==> src/rtl/ahb_dma_copy.sv <==
// ============================================================================
// Module   : ahb_dma_copy
// Brief    : Single-channel AHB-Lite master copying a block of 32-bit words
//            from src to dst, one read then one write per word.
// Revision : 1.0 - initial release
// ============================================================================
`default_nettype none

module ahb_dma_copy #(
    parameter int LENW = 16
) (
    input  logic            HCLK,
    input  logic            HRESET,
    input  logic            start,
    input  logic [31:0]     src,
    input  logic [31:0]     dst,
    input  logic [LENW-1:0] len,
    output logic            busy,
    output logic            done,
    output logic            err,
    output logic [31:0]     HADDR,
    output logic [1:0]      HTRANS,
    output logic            HWRITE,
    output logic [2:0]      HSIZE,
    output logic [2:0]      HBURST,
    output logic [31:0]     HWDATA,
    input  logic            HREADY,
    input  logic [31:0]     HRDATA,
    input  logic            HRESP
);

    localparam logic [1:0]  c_TRANS_IDLE   = 2'b00;
    localparam logic [1:0]  c_TRANS_NONSEQ = 2'b10;
    localparam logic [31:0] c_ALIGN_MASK   = 32'hFFFF_FFFC;
    localparam logic [31:0] c_WORD_BYTES   = 32'd4;

    typedef enum logic [2:0] {
        ST_IDLE = 3'd0,
        ST_RA   = 3'd1,
        ST_RD   = 3'd2,
        ST_WA   = 3'd3,
        ST_WD   = 3'd4
    } state_t;

    state_t          r_state;
    state_t          w_state_nxt;
    logic [31:0]     r_src;
    logic [31:0]     r_dst;
    logic [LENW-1:0] r_cnt;
    logic [31:0]     r_data;

    logic [31:0]     w_src;
    logic [31:0]     w_dst;
    logic [LENW-1:0] w_cnt;
    logic [31:0]     w_data;
    logic [31:0]     w_haddr;
    logic [1:0]      w_htrans;
    logic            w_hwrite;
    logic [31:0]     w_hwdata;
    logic            w_done;
    logic            w_err;

    // Single word size, single transfers only.
    assign HSIZE  = 3'b010;
    assign HBURST = 3'b000;

    // Next-state and next-output decode; every bus output is registered from these.
    always_comb begin
        w_state_nxt = r_state;
        w_src       = r_src;
        w_dst       = r_dst;
        w_cnt       = r_cnt;
        w_data      = r_data;
        w_haddr     = HADDR;
        w_htrans    = c_TRANS_IDLE;
        w_hwrite    = HWRITE;
        w_hwdata    = HWDATA;
        w_done      = 1'b0;
        w_err       = err;

        case (r_state)
            ST_IDLE: begin
                // A start coinciding with the done pulse is dropped.
                if (start && !done) begin
                    w_err = 1'b0;
                    if (len == '0) begin
                        w_done = 1'b1;
                    end else begin
                        w_src       = src & c_ALIGN_MASK;
                        w_dst       = dst & c_ALIGN_MASK;
                        w_cnt       = len;
                        w_haddr     = src & c_ALIGN_MASK;
                        w_htrans    = c_TRANS_NONSEQ;
                        w_hwrite    = 1'b0;
                        w_state_nxt = ST_RA;
                    end
                end
            end
            ST_RA: begin
                if (HREADY) begin
                    w_state_nxt = ST_RD;
                end else begin
                    w_htrans = c_TRANS_NONSEQ;
                end
            end
            ST_RD: begin
                if (HREADY) begin
                    if (HRESP) begin
                        w_state_nxt = ST_IDLE;
                        w_done      = 1'b1;
                        w_err       = 1'b1;
                    end else begin
                        w_data      = HRDATA;
                        w_haddr     = r_dst;
                        w_htrans    = c_TRANS_NONSEQ;
                        w_hwrite    = 1'b1;
                        w_state_nxt = ST_WA;
                    end
                end
            end
            ST_WA: begin
                if (HREADY) begin
                    w_hwdata    = r_data;
                    w_state_nxt = ST_WD;
                end else begin
                    w_htrans = c_TRANS_NONSEQ;
                end
            end
            ST_WD: begin
                if (HREADY) begin
                    if (HRESP) begin
                        // Failed word is not counted; pointers stay put.
                        w_state_nxt = ST_IDLE;
                        w_done      = 1'b1;
                        w_err       = 1'b1;
                    end else begin
                        w_src = r_src + c_WORD_BYTES;
                        w_dst = r_dst + c_WORD_BYTES;
                        w_cnt = r_cnt - LENW'(1);
                        if (r_cnt == LENW'(1)) begin
                            w_state_nxt = ST_IDLE;
                            w_done      = 1'b1;
                        end else begin
                            w_haddr     = r_src + c_WORD_BYTES;
                            w_htrans    = c_TRANS_NONSEQ;
                            w_hwrite    = 1'b0;
                            w_state_nxt = ST_RA;
                        end
                    end
                end
            end
            default: begin
                w_state_nxt = ST_IDLE;
            end
        endcase
    end

    // State, pointers and registered outputs.
    always_ff @(posedge HCLK) begin
        if (HRESET) begin
            r_state <= ST_IDLE;
            r_src   <= '0;
            r_dst   <= '0;
            r_cnt   <= '0;
            r_data  <= '0;
            busy    <= 1'b0;
            done    <= 1'b0;
            err     <= 1'b0;
            HADDR   <= '0;
            HTRANS  <= c_TRANS_IDLE;
            HWRITE  <= 1'b0;
            HWDATA  <= '0;
        end else begin
            r_state <= w_state_nxt;
            r_src   <= w_src;
            r_dst   <= w_dst;
            r_cnt   <= w_cnt;
            r_data  <= w_data;
            busy    <= (w_state_nxt != ST_IDLE);
            done    <= w_done;
            err     <= w_err;
            HADDR   <= w_haddr;
            HTRANS  <= w_htrans;
            HWRITE  <= w_hwrite;
            HWDATA  <= w_hwdata;
        end
    end

endmodule

`default_nettype wire

==> config.mk <==
export PLATFORM = sky130hd
export DESIGN_NAME = ahb_dma_copy
export DESIGN_NICKNAME = d
export VERILOG_FILES = /design/src/rtl/ahb_dma_copy.sv
export SDC_FILE = /design/constraint.sdc
export NUM_CORES = 1
export LEC_CHECK = 0
export BUFFER_PORTS_ARGS = -buffer_cell sky130_fd_sc_hd__buf_4
export CAP_MARGIN = 20
export CORE_ASPECT_RATIO = 1.5
export CORE_MARGIN = 4
export CORE_UTILIZATION = 59
export DETAILED_ROUTE_END_ITERATION = 7
export PLACE_DENSITY = 0.85
export SYNTH_ARGS = -nofsm -noshare
export SYNTH_HDL_FRONTEND = slang
export SYNTH_SLANG_ARGS = --single-unit
==> constraint.sdc <==
create_clock -name HCLK -period 4.59 [get_ports HCLK]
set_clock_uncertainty 0.15 [all_clocks]
set_input_delay 0.2295 -clock HCLK [delete_from_list [all_inputs] [get_ports HCLK]]
set_output_delay 0.2295 -clock HCLK [all_outputs]
set_load 0.02 [all_outputs]
==> results.yml, run 1 <==
power_and_ir_drop:
  vdd_ir_drop_max_v: 0.000247
  clkPwrFrac_pct: 39.0
  p_leak_nw: 4.56
  power_mw: 3.98
  swShare_pct: 28.7
  p_per_area_mw_per_mm2: 328
  pwr-share-seq_pct: 44.3
  internal_power_mw: 2.84
  p_sw_mw: 1.14
  combinationalPowerShare_pct: 16.6
outcome:
  status: "completed"
logic_synthesis:
  ys_warn_count: 0
  synth.avg_cell_area_um2: 7.48
  synthCells: 1297
  synth-edff-count: 0
  async_flop_share_pct: 0
  synthFlopType: "dfxtp_1"
  seq_area_frac_synth_pct: 36.9
  ys_ff_latch: 179
  netlist_area_mm2: 0.00971
  synthDistinctLibCells: 72
finish:
  drive_gt1_share_pct: 18.1
  final_util_pct: 75.0
  fin_cells: 1662
  fin_nets: 1565
  most-common-layout-cells: "nand2_1 (221), buf_4 (196), dfxtp_1 (179), a21oi_1 (150), nor2_1 (81)"
  fillers: 1224
  diodes: 0
  final_common_cell: "nand2_1"
  syn_to_final_growth_pct: 25.1
flow_run:
  maxCapViolations: 0
critical_path:
  worstSetupPathType: "flip-flop to flip-flop"
  rrSetupSlack_ns: 1.50
  reg2reg_from: "r_state[2]"
  path_max_fanout: 37
  r2r-end: "r_cnt[13]"
  crit_path_start_kind: "flip-flop"
  crit_end: "r_cnt[13]"
  end_kind: "flip-flop"
  critical_path_arrival_ns: 3.28
  critical_path_required_ns: 4.78
  cp-startpoint: "r_state[2]"
  reg2reg_depth: 6
worst_hold_path:
  worstHoldStart: "dst[26]"
  min-delay-path-class: "input port to flip-flop"
cts:
  hold_buffers: 55
  cts_resized: 0
  postCtsSetupBuffers: 0
  cts_buffers: 17
  clock_sink_count: 179
  clk_pin_slew_ns: 0.07
  clk_latency_ns: 0.43
  cts_tree: "done"
  clockRootBuffer: "clkbuf_16"
  cts_buffer_depth: 2
  htree_num_levels: 4
global_routing:
  grt_pass1_wl_mm: 50.4
  globalRouteOverflowTotal: 0
  antenna_found_initial: 0
  grt_max_degree: 167
  grt_pass1_vias: 10200
  track_usage_pct: 33.1
routing:
  routed_wl_mm: 31.5
  vias: 10600
  final_antenna_net_count: 0
  first_pass_iters: 6
  drt_iter0_markers: 957
  avgRoutedWirePerCell_um: 19.0
  drc: 0
  vias_per_cell: 6.40
placement:
  dpl.cell_count: 1576
  dp_hpwl_mm: 20.3
  place.gp.congestion: 0.994
  place.port_buffers: 181
timing:
  setup_viol: 0
  period_minus_slack_ns: 3.09
  drv_slew: 0
  rsz0062_at_grt: "false"
  final_hold_viol_count: 0
  max_freq_mhz: 324
  slew_headroom_pct: 23.5
  tightestPinTransition_ns: 1.14
  period_share_pct: 67.3
  fin_tns_setup_ns: 0
die:
  dieArea_mm2: 0.0186
  coreArea_mm2: 0.0162
  rows: 57
  start_util_pct: 60.0
  die_w_um: 113
  io_pins: 193
  fp.dieH_um: 165
==> routing by layer <==
layer / track usage [%] / up-vias / routed length, um
met5: 0 / - / 0
met4: 20.7 / 0 / 1760
met3: 6.78 / 117 / 2810
met2: 56.4 / 551 / 15600
met1: 37.7 / 4964 / 11400
li1: - / 5010 / -
==> cell type report <==
type                            count  area, um2  area share (%)
Multi-Input combinational cell    971       5540            45.6
Sequential cell                   179       3580            29.5
Timing Repair Buffer              253       2060            16.9
Inverter                           22       82.6           0.680
Clock buffer                       19        453            3.73
Tap cell                          206        258            2.12
Clock inverter                     12        168            1.38
==> power by group through the flow <==
| stage | sequential, mW | combinational [mW] | clock [mW] |
|---|---|---|---|
| after global placement | 1.79 | 0.599 | 0 |
| after global routing | 1.77 | 0.720 | 1.62 |
| after CTS | 1.76 | 0.652 | 1.56 |
| after detailed placement | 1.79 | 0.610 | 0 |
| final | 1.76 | 0.662 | 1.55 |
| after floorplan | 1.78 | 0.374 | 0 |
==> cell usage after synthesis, types with 17 or more instances <==
master	n	area share (%)
buf_2	23	1.2
nor4_1	26	1.7
a31oi_1	46	3.0
a211oi_1	33	2.6
a311oi_1	21	1.9
nor3_1	26	1.3
nand2_1	221	8.5
clkbuf_1	95	3.7
and3_1	17	1.1
nand4_1	20	1.3
and2_1	27	1.7
a21oi_1	152	7.8
nor2_1	81	3.1
inv_1	22	0.85
o21ai_0	75	3.9
nand3_1	29	1.5
dfxtp_1	179	37
==> sequential cells by signal (all words and copies together) (netlist names) <==
register and cells:
r_dst 30, HTRANS 1, err 1, HADDR 31, r_state 3, r_cnt 16, HWDATA 32, done 1
r_src 30, r_data 32, busy 1, HWRITE 1
==> worst min-delay path by stage <==
stage / to / cells after the start
2_1_floorplan: r_data[0] / 2
3_3_place_gp: HWDATA[25] / 2
3_5_place_dp: HWDATA[5] / 2
4_1_cts: r_dst[26] / 4
5_1_grt: r_src[24] / 4
6_report: r_dst[26] / 4
==> critical path, cell delays in order (launching register included) <==
cell and delay (ns):
dfxtp_1 0.59, nor3b_1 0.38, nor3b_2 0.53, a21o_2 0.48, buf_4 0.45, o21ai_0 0.15, a211oi_1 0.25
==> cell families after synthesis <==
kind of cell	after synthesis	share of synthesized area [%]
fa+ha+maj	4	0.516
compound gates	426	27.6
xor+xnor	8	0.722
simple gates	520	26.8
flops	179	36.9
other cells	2	0.0774
buf+inv	152	6.72
mux	6	0.632
==> per-stage QoR <==
stage	cell area [um2]	setup WS, ns	hold slack (ns)
after floorplan	9730	2.28	0.215
after global placement	11000	1.71	0.286
after detailed placement	11000	1.61	0.294
after CTS	12100	1.56	0.00203
after global routing	12100	1.34	0.0368
final	12100	1.50	0.00973
(Power assumes the default switching activity.)
==> inputs of run 2 (changes only) <==
--- a/config.mk
+++ b/config.mk
@@ -9,9 +9,9 @@
 export CAP_MARGIN = 20
 export CORE_ASPECT_RATIO = 1.5
 export CORE_MARGIN = 4
-export CORE_UTILIZATION = 59
+export CORE_UTILIZATION = 56
 export DETAILED_ROUTE_END_ITERATION = 7
-export PLACE_DENSITY = 0.85
+export PLACE_DENSITY = 0.81
 export SYNTH_ARGS = -nofsm -noshare
 export SYNTH_HDL_FRONTEND = slang
 export SYNTH_SLANG_ARGS = --single-unit
==> constraint.sdc (replaced) <==
create_clock -name HCLK -period 2.9 [get_ports HCLK]
set_clock_uncertainty 0.15 [all_clocks]
set_input_delay 0.145 -clock HCLK [delete_from_list [all_inputs] [get_ports HCLK]]
set_output_delay 0.145 -clock HCLK [all_outputs]
set_load 0.02 [all_outputs]
==> run 2 against run 1 <==
Flip-flop and latch count is the same; non-clock buffer count increased by 73; critical path depth grew 2; register-to-register slack worse by 1.3 ns; die area increased by 5.0%; via count is 2.5% higher; cell count increased by 4.7%; sequential power up 57%; setup slack worse by 1.3 ns; total power increased by 62%; worst hold slack better by 0.0045 ns; critical endpoint is now r_dst[20]; largest power group unchanged.
==> results.yml, run 2 (synthesis gave the netlist of run 1 again) <==
outcome:
  status: "completed"
finish:
  most-common-layout-cells: "buf_4 (222), nand2_1 (221), dfxtp_1 (179), a21oi_1 (150), dlygate4sd3_1 (101)"
  final_cell_area_mm2: 0.0128
  fin_nets: 1638
  reg.largest.list: "HWDATA x32, r_data x32, HADDR x31"
  final_common_cell: "buf_4"
  drive_gt1_share_pct: 19.1
  diodes: 0
  syn_to_final_growth_pct: 32.4
placement:
  place_area_mm2: 0.0112
  place.gp.congestion: 0.962
  dp_hpwl_mm: 21.2
  place.port_buffers: 181
global_routing:
  gr-usage-met2_pct: 57.1
  grt_use_met1_pct: 37.1
  met3_usage_pct: 7.35
  antenna_found_initial: 0
  globalRouteOverflowTotal: 0
  top_usage_layer: "met2"
  grt_pass1_wl_mm: 52.4
  track_usage_pct: 33.1
  grt_max_degree: 68
  grt_pass1_vias: 10500
power_and_ir_drop:
  power_mw: 6.45
  vdd_ir_drop_max_v: 0.000405
  p_per_area_mw_per_mm2: 502
  p_leak_nw: 4.89
timing:
  tightestPinTransition_ns: 1.08
  fin_tns_setup_ns: 0
  final_hold_viol_count: 0
  slew_headroom_pct: 27.7
  rsz0062_at_grt: "false"
  max_freq_mhz: 364
  setup_viol: 0
  drv_slew: 0
  period_share_pct: 94.8
  period_minus_slack_ns: 2.75
worst_hold_path:
  min-delay-path-class: "input port to flip-flop"
  hold_depth: 5
routing:
  first_pass_iters: 6
  drt_iter0_markers: 1038
  vias: 10900
  vias_per_cell: 6.27
  avgRoutedWirePerCell_um: 19.0
  routed_wl_mm: 33.1
  final_antenna_net_count: 0
  drc: 0
critical_path:
  cp.depth: 8
  reg2reg_depth: 6
  end_kind: "flip-flop"
  slowest_stage: "nor4_1"
  cp_top_family: "simple AND/OR/NAND/NOR gates"
  path_max_fanout: 57
  critical_path_required_ns: 3.09
  cp_num_buf_inv: 3
  worstSetupPathType: "input port to flip-flop"
  max_stage_delay_ns: 0.61
  crit_path_start_kind: "input port"
  crit_chain: "dlygate4sd3_1, buf_4, nor4_1, nand4_1, a21oi_4, buf_12, a21oi_1, o32ai_1"
  critical_path_arrival_ns: 2.94
die:
  dieArea_mm2: 0.0195
  rows: 58
  die_w_um: 115
  start_util_pct: 57.4
  coreArea_mm2: 0.0169
  fp.dieH_um: 169
  io_pins: 193
cts:
  cts_tree: "done"
  cts_resized: 0
  htree_num_levels: 4
  clk_pin_slew_ns: 0.07
  clock_sink_count: 179
  cts_buffer_depth: 2
  clk_latency_ns: 0.44
  cts_buffers: 17
  clockRootBuffer: "clkbuf_16"
flow_run:
  maxCapViolations: 0
[run 2: cell count changes in the layout (fill, tap and decap cells not counted)]
cell	before	now
inv_8	1	3
a21oi_2	0	1
buf_4	196	222
buf_8	1	0
clkinv_4	2	5
dlygate4sd3_1	55	101
inv_6	5	0
a21oi_4	2	1
buf_12	1	3
clkbuf_8	2	4
clkinv_2	1	0
[run 2: what timing repair did]
item                      in CTS  in global routing
hold endpoints to repair     114                  0
hold buffers                 101                  0
buffers inserted               0                  0
[run 2: path summary, 6_finish.rpt]
check / startpoint / endpoint / slack, ns
max: len[4] / r_dst[20] / 0.15
min: dst[14] / r_dst[14] / 0.01
max reg2reg: r_state[2] / done / 0.22
min reg2reg: r_data[6] / HWDATA[6] / 0.30
[run 2: per-layer routing]
metal	part of all wire (%)	vias to the layer above
met1	36	5079
li1	-	5151
met4	6.1	0
met2	50	543
met5	0	-
met3	8.1	136
[run 2: layout make-up]
| cell class | instances | area [um2] |
|---|---|---|
| fillers | 1248 | 4060 |
| multi-input cells | 971 | 5530 |
| clock buffers | 21 | 480 |
| flip-flops and latches | 179 | 3580 |
| repair buffers | 326 | 2740 |
| well taps | 210 | 263 |
| clock inverters | 11 | 168 |
| inverters | 22 | 82.6 |
[run 2: report_power, final]
part	switching [mW]	internal, mW	total [mW]
logic	0.617	0.529	1.15
clock network	1.05	1.47	2.53
registers	0.169	2.60	2.77
total	1.84	4.61	6.45
[run 2: metrics by stage]
| stage | worst slack [ns] | cells | hold slack, ns | utilization [%] |
|---|---|---|---|---|
| 5_1_grt | 0.0534 | 1740 | 0.0481 | 76.0 |
| 2_1_floorplan | 0.593 | 1302 | 0.131 | - |
| 6_report | 0.150 | 1740 | 0.0142 | 76.0 |
| 3_3_place_gp | 0.410 | 1607 | 0.243 | 66.2 |
| 3_5_place_dp | 0.369 | 1607 | 0.251 | 66.2 |
| 4_1_cts | 0.248 | 1740 | 0.00166 | 76.0 |
[run 2: tightest hold or removal path: cells and delay by family]
family | cells | cell delay, ns
simple gates | 3 | 0.20
buf+inv | 1 | 0.09
compound gates | 1 | 0.11
==> inputs of run 3 (changes only) <==
==> constraint.sdc (replaced) <==
create_clock -name HCLK -period 2.92 [get_ports HCLK]
set_clock_uncertainty 0.15 [all_clocks]
set_input_delay 0.146 -clock HCLK [delete_from_list [all_inputs] [get_ports HCLK]]
set_output_delay 0.146 -clock HCLK [all_outputs]
set_load 0.02 [all_outputs]
==> run 3 against run 2 <==
First-iteration DRC count decreased by 12%; critical endpoint is now r_dst[16]; largest cell class unchanged; register-to-register slack better by 0.10 ns; design area is 0.24% lower; combinational power is essentially flat; worst hold slack worse by 0.010 ns; largest power group unchanged; sequential power about the same; non-clock buffer count increased by 2; sequential share of layout area up 0.068 points; setup slack got worse by 0.0051 ns.
==> results.yml, run 3 (synthesis gave the netlist of run 1 again) <==
cts:
  clk_pin_slew_ns: 0.07
  postCtsSetupBuffers: 0
  clk_latency_ns: 0.44
  cts_resized: 0
  clockRootBuffer: "clkbuf_16"
  htree_num_levels: 4
  clock_sink_count: 179
  cts_buffers: 17
  hold_buffers: 104
  cts_tree: "done"
  cts_buffer_depth: 2
timing:
  setup_viol: 0
  setup_ws_ns: 0.145
  tightestPinTransition_ns: 1.06
  slew_headroom_pct: 28.7
  period_share_pct: 95.0
  drv_slew: 0
  period_minus_slack_ns: 2.77
  rsz0062_at_grt: "false"
  fin_tns_setup_ns: 0
  final_hold_viol_count: 0
  max_freq_mhz: 360
power_and_ir_drop:
  p_leak_nw: 4.86
  vdd_ir_drop_max_v: 0.000439
  p_per_area_mw_per_mm2: 489
routing:
  first_pass_iters: 5
  avgRoutedWirePerCell_um: 19.1
  drt_iter0_markers: 913
  drc: 0
  vias_per_cell: 6.31
  routed_wl_mm: 33.3
  final_antenna_net_count: 0
  vias: 11000
finish:
  syn_to_final_growth_pct: 32.0
  fillers: 1256
  final_util_pct: 75.8
  fin_cells: 1742
  diodes: 0
  fin_nets: 1640
  drive_gt1_share_pct: 18.9
  most-common-layout-cells: "nand2_1 (221), buf_4 (221), dfxtp_1 (179), a21oi_1 (150), dlygate4sd3_1 (104)"
  reg.largest.list: "HWDATA x32, r_data x32, HADDR x31"
critical_path:
  crit_path_start_kind: "input port"
  critical_path_required_ns: 3.11
  critical_path_arrival_ns: 2.97
  end_kind: "flip-flop"
  worstSetupPathType: "input port to flip-flop"
  path_max_fanout: 57
  rrSetupSlack_ns: 0.32
placement:
  place.gp.congestion: 0.978
  place.port_buffers: 181
  dpl.cell_count: 1606
  dp_hpwl_mm: 21.1
  dp_slack_ns: 0.398
die:
  die_w_um: 115
  dieArea_mm2: 0.0195
  coreArea_mm2: 0.0169
  start_util_pct: 57.4
  rows: 58
  fp.dieH_um: 169
  io_pins: 193
global_routing:
  grt_max_degree: 97
  grt_pass1_wl_mm: 52.5
  globalRouteOverflowTotal: 0
  grt_pass1_vias: 10600
  antenna_found_initial: 0
  track_usage_pct: 33.4
flow_run:
  maxCapViolations: 0
outcome:
  status: "completed"
worst_hold_path:
  min-delay-path-class: "input port to flip-flop"
-- run 3: cell types whose count changed in the layout (fill, tap and decap cells not counted), sizes merged --
cell,before,now
inv,25,30
clkinv,5,1
clkbuf,21,18
clkinvlp,0,3
dlygate4sd3,101,104
buf,225,224
bufinv,3,2
-- run 3: through the flow --
step | total power [mW] | hold slack, ns | instance area, um2
after CTS | 6.26 | 0.0000764 | 12800
after global routing | 6.49 | 0.0161 | 12800
after detailed placement | 3.80 | 0.250 | 11200
after global placement | 3.78 | 0.244 | 11200
after floorplan | 3.39 | 0.132 | 9730
final | 6.27 | 0.00378 | 12800
-- run 3: final cells by class --
type	instances	area (um2)	area share, %
multi-input cells	971	5530	43.2
flip-flops and latches	179	3580	28.0
repair buffers	328	2760	21.5
clock buffers	18	429	3.35
well taps	210	263	2.05
clock inverters	14	165	1.29
inverters	22	82.6	0.644
-- run 3: worst paths after layout --
check / start / to / cells past startpoint
hold / removal: dst[25] / r_dst[25] / 3
hold reg to reg: r_data[24] / HWDATA[24] / 2
setup / recovery: len[4] / r_dst[16] / 8
setup reg to reg: r_src[2] / r_src[28] / 6
-- run 3: worst max-delay path, cell delays in order --
cell	delay (ns)
dlygate4sd3_1	0.55
buf_4	0.14
nor4_1	0.63
nand4_1	0.45
a21oi_4	0.42
buf_12	0.29
a21oi_1	0.07
o32ai_1	0.25
-- run 3: metal layers --
metal	vias up	part of all wire (%)	track usage [%]
li1	5150	-	-
met1	5113	35	36.8
met2	574	50	56.6
met3	148	8.5	7.92
met4	0	6.4	21.6
met5	-	0	0
-- run 3: power breakdown --
| part | switching, mW | total [mW] | internal [mW] | leakage [nW] |
|---|---|---|---|---|
| Clock | 1.08 | 2.37 | 1.29 | 0.284 |
| Sequential | 0.169 | 2.75 | 2.59 | 1.46 |
| Combinational | 0.616 | 1.14 | 0.527 | 3.12 |
